**config.mk**
```make
export PLATFORM = sky130hd
export DESIGN_NAME = decoder_3to8_seq
export DESIGN_NICKNAME = d
export VERILOG_FILES = /design/src/rtl/decoder_pkg.sv /design/src/rtl/decoder_skid_buf.sv /design/src/rtl/decoder_3to8_seq.sv
export SDC_FILE = /design/constraint.sdc
export NUM_CORES = 1
export LEC_CHECK = 0
export ABC_AREA = 1
export CAP_MARGIN = 20
export CORE_ASPECT_RATIO = 0.9
export CORE_MARGIN = 1
export CORE_UTILIZATION = 41
export CTS_BUF_LIST = sky130_fd_sc_hd__clkbuf_16
export DETAILED_ROUTE_END_ITERATION = 8
export PLACE_DENSITY = 0.72
export SYNTH_ARGS = -nofsm -noshare
export SYNTH_HDL_FRONTEND = slang
export SYNTH_HIERARCHICAL = 1
export SYNTH_SLANG_ARGS = --single-unit
```
**constraint.sdc**
```tcl
create_clock -name clk -period 1.05 [get_ports clk]
set_input_delay 0.21 -clock clk [delete_from_list [all_inputs] [get_ports clk]]
set_output_delay 0.21 -clock clk [all_outputs]
set_load 0.1 [all_outputs]
```
**src/rtl/decoder_pkg.sv**
```systemverilog
// Shared types and helpers for the sequenced 3-to-8 decoder.
// Optional feature macro used by the decoder files: DECODER_SKID_EN.
package decoder_pkg;

  localparam int CODE_W = 3;
  localparam int OUT_W  = 8;

  typedef enum logic [1:0] {
    IDLE  = 2'd0,
    DRIVE = 2'd1,
    GAP   = 2'd2
  } state_t;

  function automatic logic [OUT_W-1:0] onehot(input logic [CODE_W-1:0] code);
    return OUT_W'(1) << code;
  endfunction

  // Wide enough to hold HOLD-1 and GAP-1; never narrower than one bit.
  function automatic int cnt_width(input int h, input int g);
    int m;
    m = (h > g) ? h : g;
    if (m < 2) m = 2;
    return $clog2(m);
  endfunction

endpackage

```
**src/rtl/decoder_skid_buf.sv**
```systemverilog
// Single-entry code buffer: holds one accepted code while a pulse is in flight.
// Only instantiated when DECODER_SKID_EN is defined.
module decoder_skid_buf
  import decoder_pkg::*;
(
  input  logic              clk,
  input  logic              rst,
  input  logic              push,
  input  logic [CODE_W-1:0] push_code,
  input  logic              pop,
  output logic              full,
  output logic [CODE_W-1:0] code,
  output logic              in_ready
);

  assign in_ready = ~full;

  // push is only issued while empty and pop only while full, so they never collide.
  always_ff @(posedge clk or posedge rst) begin
    if (rst) begin
      full <= 1'b0;
      code <= '0;
    end else if (push) begin
      full <= 1'b1;
      code <= push_code;
    end else if (pop) begin
      full <= 1'b0;
    end
  end

endmodule

```
**src/rtl/decoder_3to8_seq.sv**
```systemverilog
// Sequenced 3-to-8 decoder: holds a one-hot pulse for HOLD_CYCLES, then a GAP_CYCLES zero gap.
// Define DECODER_SKID_EN to add a one-entry code buffer that chains pulses back to back.
// Handshake: a code transfers on a rising edge where in_valid && in_ready; in_ready never looks at in_valid.
module decoder_3to8_seq
  import decoder_pkg::*;
#(
  parameter int HOLD_CYCLES = 4,
  parameter int GAP_CYCLES  = 1
) (
  input  logic              clk,
  input  logic              rst,
  input  logic              in_valid,
  input  logic [CODE_W-1:0] in_code,
  output logic              in_ready,
  output logic [OUT_W-1:0]  out,
  output logic              out_active,
  output logic              busy,
  output state_t            dbg_state
);

  localparam int CW = cnt_width(HOLD_CYCLES, GAP_CYCLES);
  localparam logic [CW-1:0] HOLD_LD = CW'(HOLD_CYCLES - 1);
  localparam logic [CW-1:0] GAP_LD  = CW'((GAP_CYCLES > 0) ? GAP_CYCLES - 1 : 0);

  state_t            state_q, state_d;
  logic [CW-1:0]     cnt_q, cnt_d;
  logic [CODE_W-1:0] code_q, code_d;
  logic              xfer;
  logic              load;
  logic              next_avail;
  logic [CODE_W-1:0] next_code;

  assign xfer      = in_valid & in_ready;
  assign dbg_state = state_q;

`ifdef DECODER_SKID_EN
  logic              buf_full;
  logic [CODE_W-1:0] buf_code;
  logic              buf_ready;
  logic              buf_push;
  logic              buf_pop;

  assign in_ready   = ~rst & buf_ready;
  // A buffered code always goes first; otherwise a fresh transfer may start a pulse directly.
  assign next_avail = buf_full | xfer;
  assign next_code  = buf_full ? buf_code : in_code;
  assign buf_pop    = load & buf_full;
  assign buf_push   = xfer & ~(load & ~buf_full);

  decoder_skid_buf u_skid (
    .clk       (clk),
    .rst       (rst),
    .push      (buf_push),
    .push_code (in_code),
    .pop       (buf_pop),
    .full      (buf_full),
    .code      (buf_code),
    .in_ready  (buf_ready)
  );
`else
  assign in_ready   = ~rst & (state_q == IDLE);
  assign next_avail = xfer;
  assign next_code  = in_code;
`endif

  always_comb begin
    state_d = state_q;
    cnt_d   = cnt_q;
    code_d  = code_q;
    load    = 1'b0;
    unique case (state_q)
      IDLE: load = next_avail;
      DRIVE: begin
        if (cnt_q != '0) begin
          cnt_d = cnt_q - CW'(1);
        end else if (GAP_CYCLES > 0) begin
          state_d = GAP;
          cnt_d   = GAP_LD;
        end else begin
          state_d = IDLE;
          load    = next_avail;
        end
      end
      GAP: begin
        if (cnt_q != '0) begin
          cnt_d = cnt_q - CW'(1);
        end else begin
          state_d = IDLE;
          load    = next_avail;
        end
      end
      default: state_d = IDLE;
    endcase
    if (load) begin
      state_d = DRIVE;
      cnt_d   = HOLD_LD;
      code_d  = next_code;
    end
  end

  // Outputs are registered from the next state so they line up with the state they describe.
  always_ff @(posedge clk or posedge rst) begin
    if (rst) begin
      state_q    <= IDLE;
      cnt_q      <= '0;
      code_q     <= '0;
      out        <= '0;
      out_active <= 1'b0;
      busy       <= 1'b0;
    end else begin
      state_q    <= state_d;
      cnt_q      <= cnt_d;
      code_q     <= code_d;
      out        <= (state_d == DRIVE) ? onehot(code_d) : '0;
      out_active <= (state_d == DRIVE);
      busy       <= (state_d != IDLE);
    end
  end

endmodule

```
; Word level (Yosys, flattened, before mapping)
; Index checks and enable logic that the tools add are counted.
[totals]
regBits = 17
latchBits = 0
ramBits = 0
mem_bits_ro = 0
inputBits = 6
word_cells = 32
mem_count = 0
[classes]
add_sub_neg = 1
mul = 0
div_mod_pow = 0
n_lt_le_gt_ge = 0
eq_ne = 4
shift = 1
mux = 12
bitwise = 3
n_reduce_logical = 5
[op_table]
columns = operator, n
row1 = two-way mux 2 bit, 6
row2 = two-way mux 8 bit, 1
row3 = left shift 1 x 3 -> 8 bit (first input constant), 1
row4 = case mux 2 bit (3 select lines), 1
row5 = == test 2 x 1 -> 1 bit (second input constant), 2
row6 = case mux 2 bit (2 select lines), 1
row7 = nonzero test 2 bit, 2
row8 = two-way mux 3 bit, 1
row9 = inequality test 3 bit (second input constant), 1
row10 = nonzero test 3 bit, 1
row11 = AND 1 bit, 2
row12 = == test 2 bit (second input constant), 1
row13 = zero test 2 bit, 1
row14 = case mux 1 bit (2 select lines), 1
row15 = AND reduction 2 bit, 1
row16 = subtractor 2 x 1 -> 2 bit (second input constant), 1
row17 = two-way mux 1 bit, 1
row18 = NOT 1 bit, 1

; Depth between registers and ports, before layout
[depth]
ltp_word = 8
depth_mapped = 7
ltp_nobuf = 7

; Least setup slack after synthesis
; OpenSTA, ideal clock, no wires.
[synth_timing]
path_kind = reg-to-output
startpoint = register state_q[0], in the netlist dbg_state[0]
endpoint = output in_ready
arrival_time_ps = 3018
t_required_ps = 840
setup_slack_ps = -2178
path_stages_with_launch = 2
path_cell_list = dfrtp_1 nor3_1
[synth_between]
elab_chain_cells = 2
[synth_lines]
columns = element, line_no
row1 = from (decl), decoder_3to8_seq.sv:25  ; state_t state_q, state_d;
row2 = from (signal assigned), decoder_3to8_seq.sv:111  ; state_q <= state_d;
row3 = zero test 2 bit, decoder_3to8_seq.sv:61  ; assign in_ready = ~rst & (state_q == IDLE);
row4 = AND 1 bit, decoder_3to8_seq.sv:61
row5 = to (decl), decoder_3to8_seq.sv:14  ; output logic in_ready,
; Every way passes these cells.

; Worst setup path after layout
[layout_timing]
startpoint = register state_q[0], in the netlist dbg_state[0]
endpoint = register out[5]
[layout_between]
elab_chain_cells = 8
[layout_lines]
columns = element, line_no
row1 = zero test 2 bit, "decoder_3to8_seq.sv:61, decoder_3to8_seq.sv:71"
row2 = AND 1 bit, decoder_3to8_seq.sv:61
row3 = AND 1 bit, decoder_3to8_seq.sv:33  ; assign xfer = in_valid & in_ready;
row4 = two-way mux 1 bit, decoder_3to8_seq.sv:85  ; if (cnt_q != '0) begin
row5 = case mux 1 bit (2 select lines) (*), decoder_3to8_seq.sv:71  ; unique case (state_q)
row6 = two-way mux 3 bit (*), decoder_3to8_seq.sv:94  ; if (load) begin
row7 = net code_d[0], decoder_3to8_seq.sv:27  ; logic [CODE_W-1:0] code_q, code_d;
row8 = left shift 1 x 3 -> 8 bit (*), decoder_pkg.sv:15  ; return OUT_W'(1) << code;
row9 = two-way mux 8 bit (*), decoder_3to8_seq.sv:114  ; out <= (state_d == DRIVE) ? onehot(code_d) : '0;
row10 = to (signal assigned), decoder_3to8_seq.sv:114
row11 = to (decl), decoder_3to8_seq.sv:15  ; output logic [OUT_W-1:0] out,
; Mark *: on every way through the listed nets, which the timed path passes. The rest lies on a longest branch.
; A chain may end at the register's enable or synchronous reset.

==> metrics.txt <==
# TYPE chip_impl_metric gauge
chip_impl_info{name="outcome",value="finished with violations"} 1
chip_impl_info{name="violations",value="setup timing"} 1
chip_impl_metric{name="fmaxAchievable",unit="GHz"} 0.6697
chip_impl_metric{name="wl_per_cell",unit="um"} 19.18
chip_impl_metric{name="post-route-worst-setup-slack",unit="ns"} -0.4433
chip_impl_metric{name="setup-tns-final",unit="ns"} -7.327
chip_impl_metric{name="critPathRequiredTime",unit="ns"} 1.19
chip_impl_info{name="grt_setup_unrepaired",value="yes"} 1
chip_impl_metric{name="setup_violations",unit=""} 23
chip_impl_metric{name="core.rowCount",unit=""} 14
chip_impl_metric{name="net_count_reported_at_finish",unit=""} 130
chip_impl_metric{name="max_cap_violations",unit=""} 0
chip_impl_metric{name="grt.met3_usage",unit=""} 0.06034
chip_impl_info{name="critical_path.startpoint",value="dbg_state[0]"} 1
chip_impl_metric{name="timing_max_transition_violations_final",unit=""} 0
chip_impl_metric{name="cts_num_sinks",unit=""} 17
chip_impl_info{name="layout.cells.most_common_list",value="sky130_fd_sc_hd__nand2_4 (17), sky130_fd_sc_hd__buf_12 (14), sky130_fd_sc_hd__buf_4 (13), sky130_fd_sc_hd__dfrtp_2 (10), sky130_fd_sc_hd__inv_1 (9)"} 1
chip_impl_info{name="startpoint_type",value="register"} 1
chip_impl_info{name="busiest_layer_in_global_routing",value="met2"} 1
chip_impl_metric{name="place_inst",unit=""} 138
chip_impl_info{name="hp-class",value="in -> async"} 1
chip_impl_metric{name="grt-ovfl-total",unit=""} 0
chip_impl_info{name="timing.critical_path.to_type",value="register"} 1
chip_impl_metric{name="route.detailed.vias_per_inst",unit=""} 5.320
chip_impl_metric{name="io_port_bufs",unit=""} 18
chip_impl_metric{name="antenna-diode-count",unit=""} 0
chip_impl_metric{name="ys_seq_elements",unit=""} 17
chip_impl_metric{name="drt_pre_antenna_iters",unit=""} 4
chip_impl_metric{name="worst_ep_arrival_time",unit="ns"} 1.64
chip_impl_metric{name="n_fill_cell",unit=""} 53
chip_impl_metric{name="synth_sequential_area_ratio",unit=""} 0.5743
chip_impl_metric{name="clk_transition_reported_paths",unit="ns"} 0.05
chip_impl_metric{name="synth_top_area_frac",unit=""} 0.5743
chip_impl_metric{name="start_util",unit=""} 0.4405
chip_impl_info{name="reg_to_reg_start",value="dbg_state[0]"} 1
chip_impl_metric{name="io_pins",unit=""} 19
chip_impl_metric{name="synth.yosys.warnings",unit=""} 6
chip_impl_metric{name="finish.utilization",unit=""} 0.9211
chip_impl_info{name="post_synth_main_area_contributors",value="sky130_fd_sc_hd__dfrtp_1 (57%), sky130_fd_sc_hd__nand2_1 (12%), sky130_fd_sc_hd__inv_1 (5.6%), sky130_fd_sc_hd__nand4_1 (5.1%), sky130_fd_sc_hd__nor2_1 (4.6%)"} 1
chip_impl_metric{name="detail_route.drc_violations",unit=""} 0
chip_impl_metric{name="route.vias.total",unit=""} 782
chip_impl_metric{name="netlist-cell-type-count",unit=""} 14
chip_impl_metric{name="ff2ff_setup_slack",unit="ns"} -0.44
chip_impl_metric{name="hold_viol_final",unit=""} 0
chip_impl_metric{name="tritoncts.num_buffers",unit=""} 3
chip_impl_metric{name="ir_worst_vdd",unit="mV"} 3.088
chip_impl_metric{name="insertion_delay",unit="ns"} 0.25
chip_impl_metric{name="timing.final.crit_share",unit=""} 1.422
chip_impl_metric{name="grt_first_pass_wirelength",unit="um"} 3753
chip_impl_info{name="final_common_cell",value="sky130_fd_sc_hd__nand2_4"} 1
chip_impl_metric{name="wire_length_after_detailed_routing",unit="um"} 2819
chip_impl_metric{name="gp_congestion",unit=""} 0.8120
chip_impl_metric{name="clock_skew",unit="ns"} 0.0007815
chip_impl_metric{name="power.static_leakage",unit="uW"} 0.0007205
chip_impl_info{name="worstSetupEndpoint",value="out[5]"} 1
chip_impl_metric{name="mappedNetlistArea",unit="um2"} 740.7
chip_impl_metric{name="power_density",unit="nW/um2"} 3581
chip_impl_metric{name="floorplan.die.height",unit="um"} 42.33
chip_impl_metric{name="tightestPinTransition",unit="ns"} 0.2220
chip_impl_metric{name="flow.area_growth_from_synthesis",unit="%"} 109.1
chip_impl_metric{name="grt_antenna_before_repair",unit=""} 0
chip_impl_metric{name="groute.layer.met1.usage",unit=""} 0.3155
chip_impl_metric{name="ant_nets",unit=""} 0
chip_impl_metric{name="fin_cells",unit=""} 147
chip_impl_metric{name="ctsHtreeMaxLevel",unit=""} 1
chip_impl_metric{name="first_iter_violations",unit=""} 25
chip_impl_metric{name="nets_in_the_synthesized_netlist",unit=""} 87
chip_impl_metric{name="first_global_vias",unit=""} 828
chip_impl_metric{name="mean_instance_size_in_the_synthesized_netlist",unit="um2"} 9.145
chip_impl_metric{name="fp.dieArea",unit="um2"} 1981
chip_impl_metric{name="synthCells",unit=""} 81
chip_impl_metric{name="power",unit="uW"} 5547
chip_impl_info{name="crit_type",value="reg -> reg"} 1
chip_impl_metric{name="clock_tree.buffer_depth",unit=""} 2
chip_impl_metric{name="drive_above_1_share",unit=""} 0.7073
chip_impl_metric{name="post_cts_hold_buffer_count",unit=""} 0
chip_impl_info{name="netlist.top_cell.by_area",value="sky130_fd_sc_hd__dfrtp_1"} 1
chip_impl_metric{name="detailedPlacementHpwl",unit="um"} 1526
chip_impl_info{name="cts-root-buf",value="sky130_fd_sc_hd__clkbuf_16"} 1
chip_impl_metric{name="grt_max_degree",unit=""} 13
chip_impl_metric{name="worst-r2r-cell-count",unit=""} 8
chip_impl_metric{name="maxSlewHeadroom",unit=""} 0.8517
chip_impl_info{name="cts_tree",value="yes"} 1
chip_impl_metric{name="coreArea",unit="um2"} 1682
chip_impl_metric{name="final.min_clock_period",unit="ns"} 1.493
chip_impl_metric{name="cp_max_fo",unit=""} 6
chip_impl_info{name="r2r_end",value="out[5]"} 1
chip_impl_metric{name="use_met2",unit=""} 0.4833
chip_impl_metric{name="die-width",unit="um"} 46.81
chip_impl_metric{name="grt_util_all_layers",unit=""} 0.2856
flip-flops by register name, indices dropped and copies added, names as in the netlist:
name and count:
cnt_q 2, out_active 1, out 8, dbg_state 2, busy 1, code_q 3
routing by layer:
metal / wire [um] / up-vias / part of all wire
li1: - / 338 / -
met1: 1115 / 407 / 0.40
met2: 1527 / 29 / 0.54
met3: 78 / 8 / 0.028
met4: 97 / 0 / 0.034
met5: 0 / - / 0
cell families after synthesis:
| family | count (synthesis) | share of synthesized area |
|---|---|---|
| flops | 17 | 0.5743 |
| compound gates | 2 | 0.01351 |
| simple gates | 49 | 0.3361 |
| buf+inv | 13 | 0.07601 |
worst min-delay path by stage:
stage / from / to
after floorplan: rst / cnt_q[0]
after global placement: cnt_q[1] / cnt_q[1]
after detailed placement: cnt_q[1] / cnt_q[1]
after CTS: rst / dbg_state[1]
after global routing: rst / out[4]
final: rst / dbg_state[1]
cell type report:
cell class	count	area [um2]	area share
Clock buffer	3	75.07	0.04847
Clock inverter	1	5.005	0.003231
Inverter	12	45.04	0.02908
Multi-Input combinational cell	51	441.7	0.2851
Sequential cell	17	445.4	0.2876
Tap cell	24	30.03	0.01939
Timing Repair Buffer	39	506.7	0.3271
stage by stage:
| step | hold WS, ns | setup slack [ns] | cell area (um2) |
|---|---|---|---|
| 3_5_place_dp | 0.4660 | -0.4375 | 1239 |
| 3_3_place_gp | 0.4570 | -0.3735 | 1239 |
| 6_report | 0.4543 | -0.4433 | 1549 |
| 4_1_cts | 0.4269 | -0.4235 | 1415 |
| 2_1_floorplan | 0.07691 | -0.6365 | 777.0 |
| 5_1_grt | 0.4750 | -0.4775 | 1549 |
timing repair:
action,CTS,global route
resized for setup,20,33
buffers inserted,4,1
pin swaps,8,12
endpoints found under the setup margin,21,25
power breakdown:
group	internal [uW]	switching (uW)
clock	511	284
combinational	1360	2240
sequential	917	229
Yosys cell counts, drive strengths merged:
library cell  number
nand2             27
dfrtp             17
inv               12
nor2              10
nand4              6
nand3              5
o21ai              2
buf                1
nor3               1
worst max-delay path, stage by stage (launching register included):
cell and delay, ns:
sky130_fd_sc_hd__dfrtp_4 0.48, sky130_fd_sc_hd__buf_6 0.13, sky130_fd_sc_hd__nor2_4 0.17, sky130_fd_sc_hd__nand3_4 0.14
sky130_fd_sc_hd__buf_12 0.18, sky130_fd_sc_hd__nand2_4 0.07, sky130_fd_sc_hd__nand2_4 0.08, sky130_fd_sc_hd__nand2_4 0.09
sky130_fd_sc_hd__nor2_2 0.04
Power figures use the tool's default switching activity.
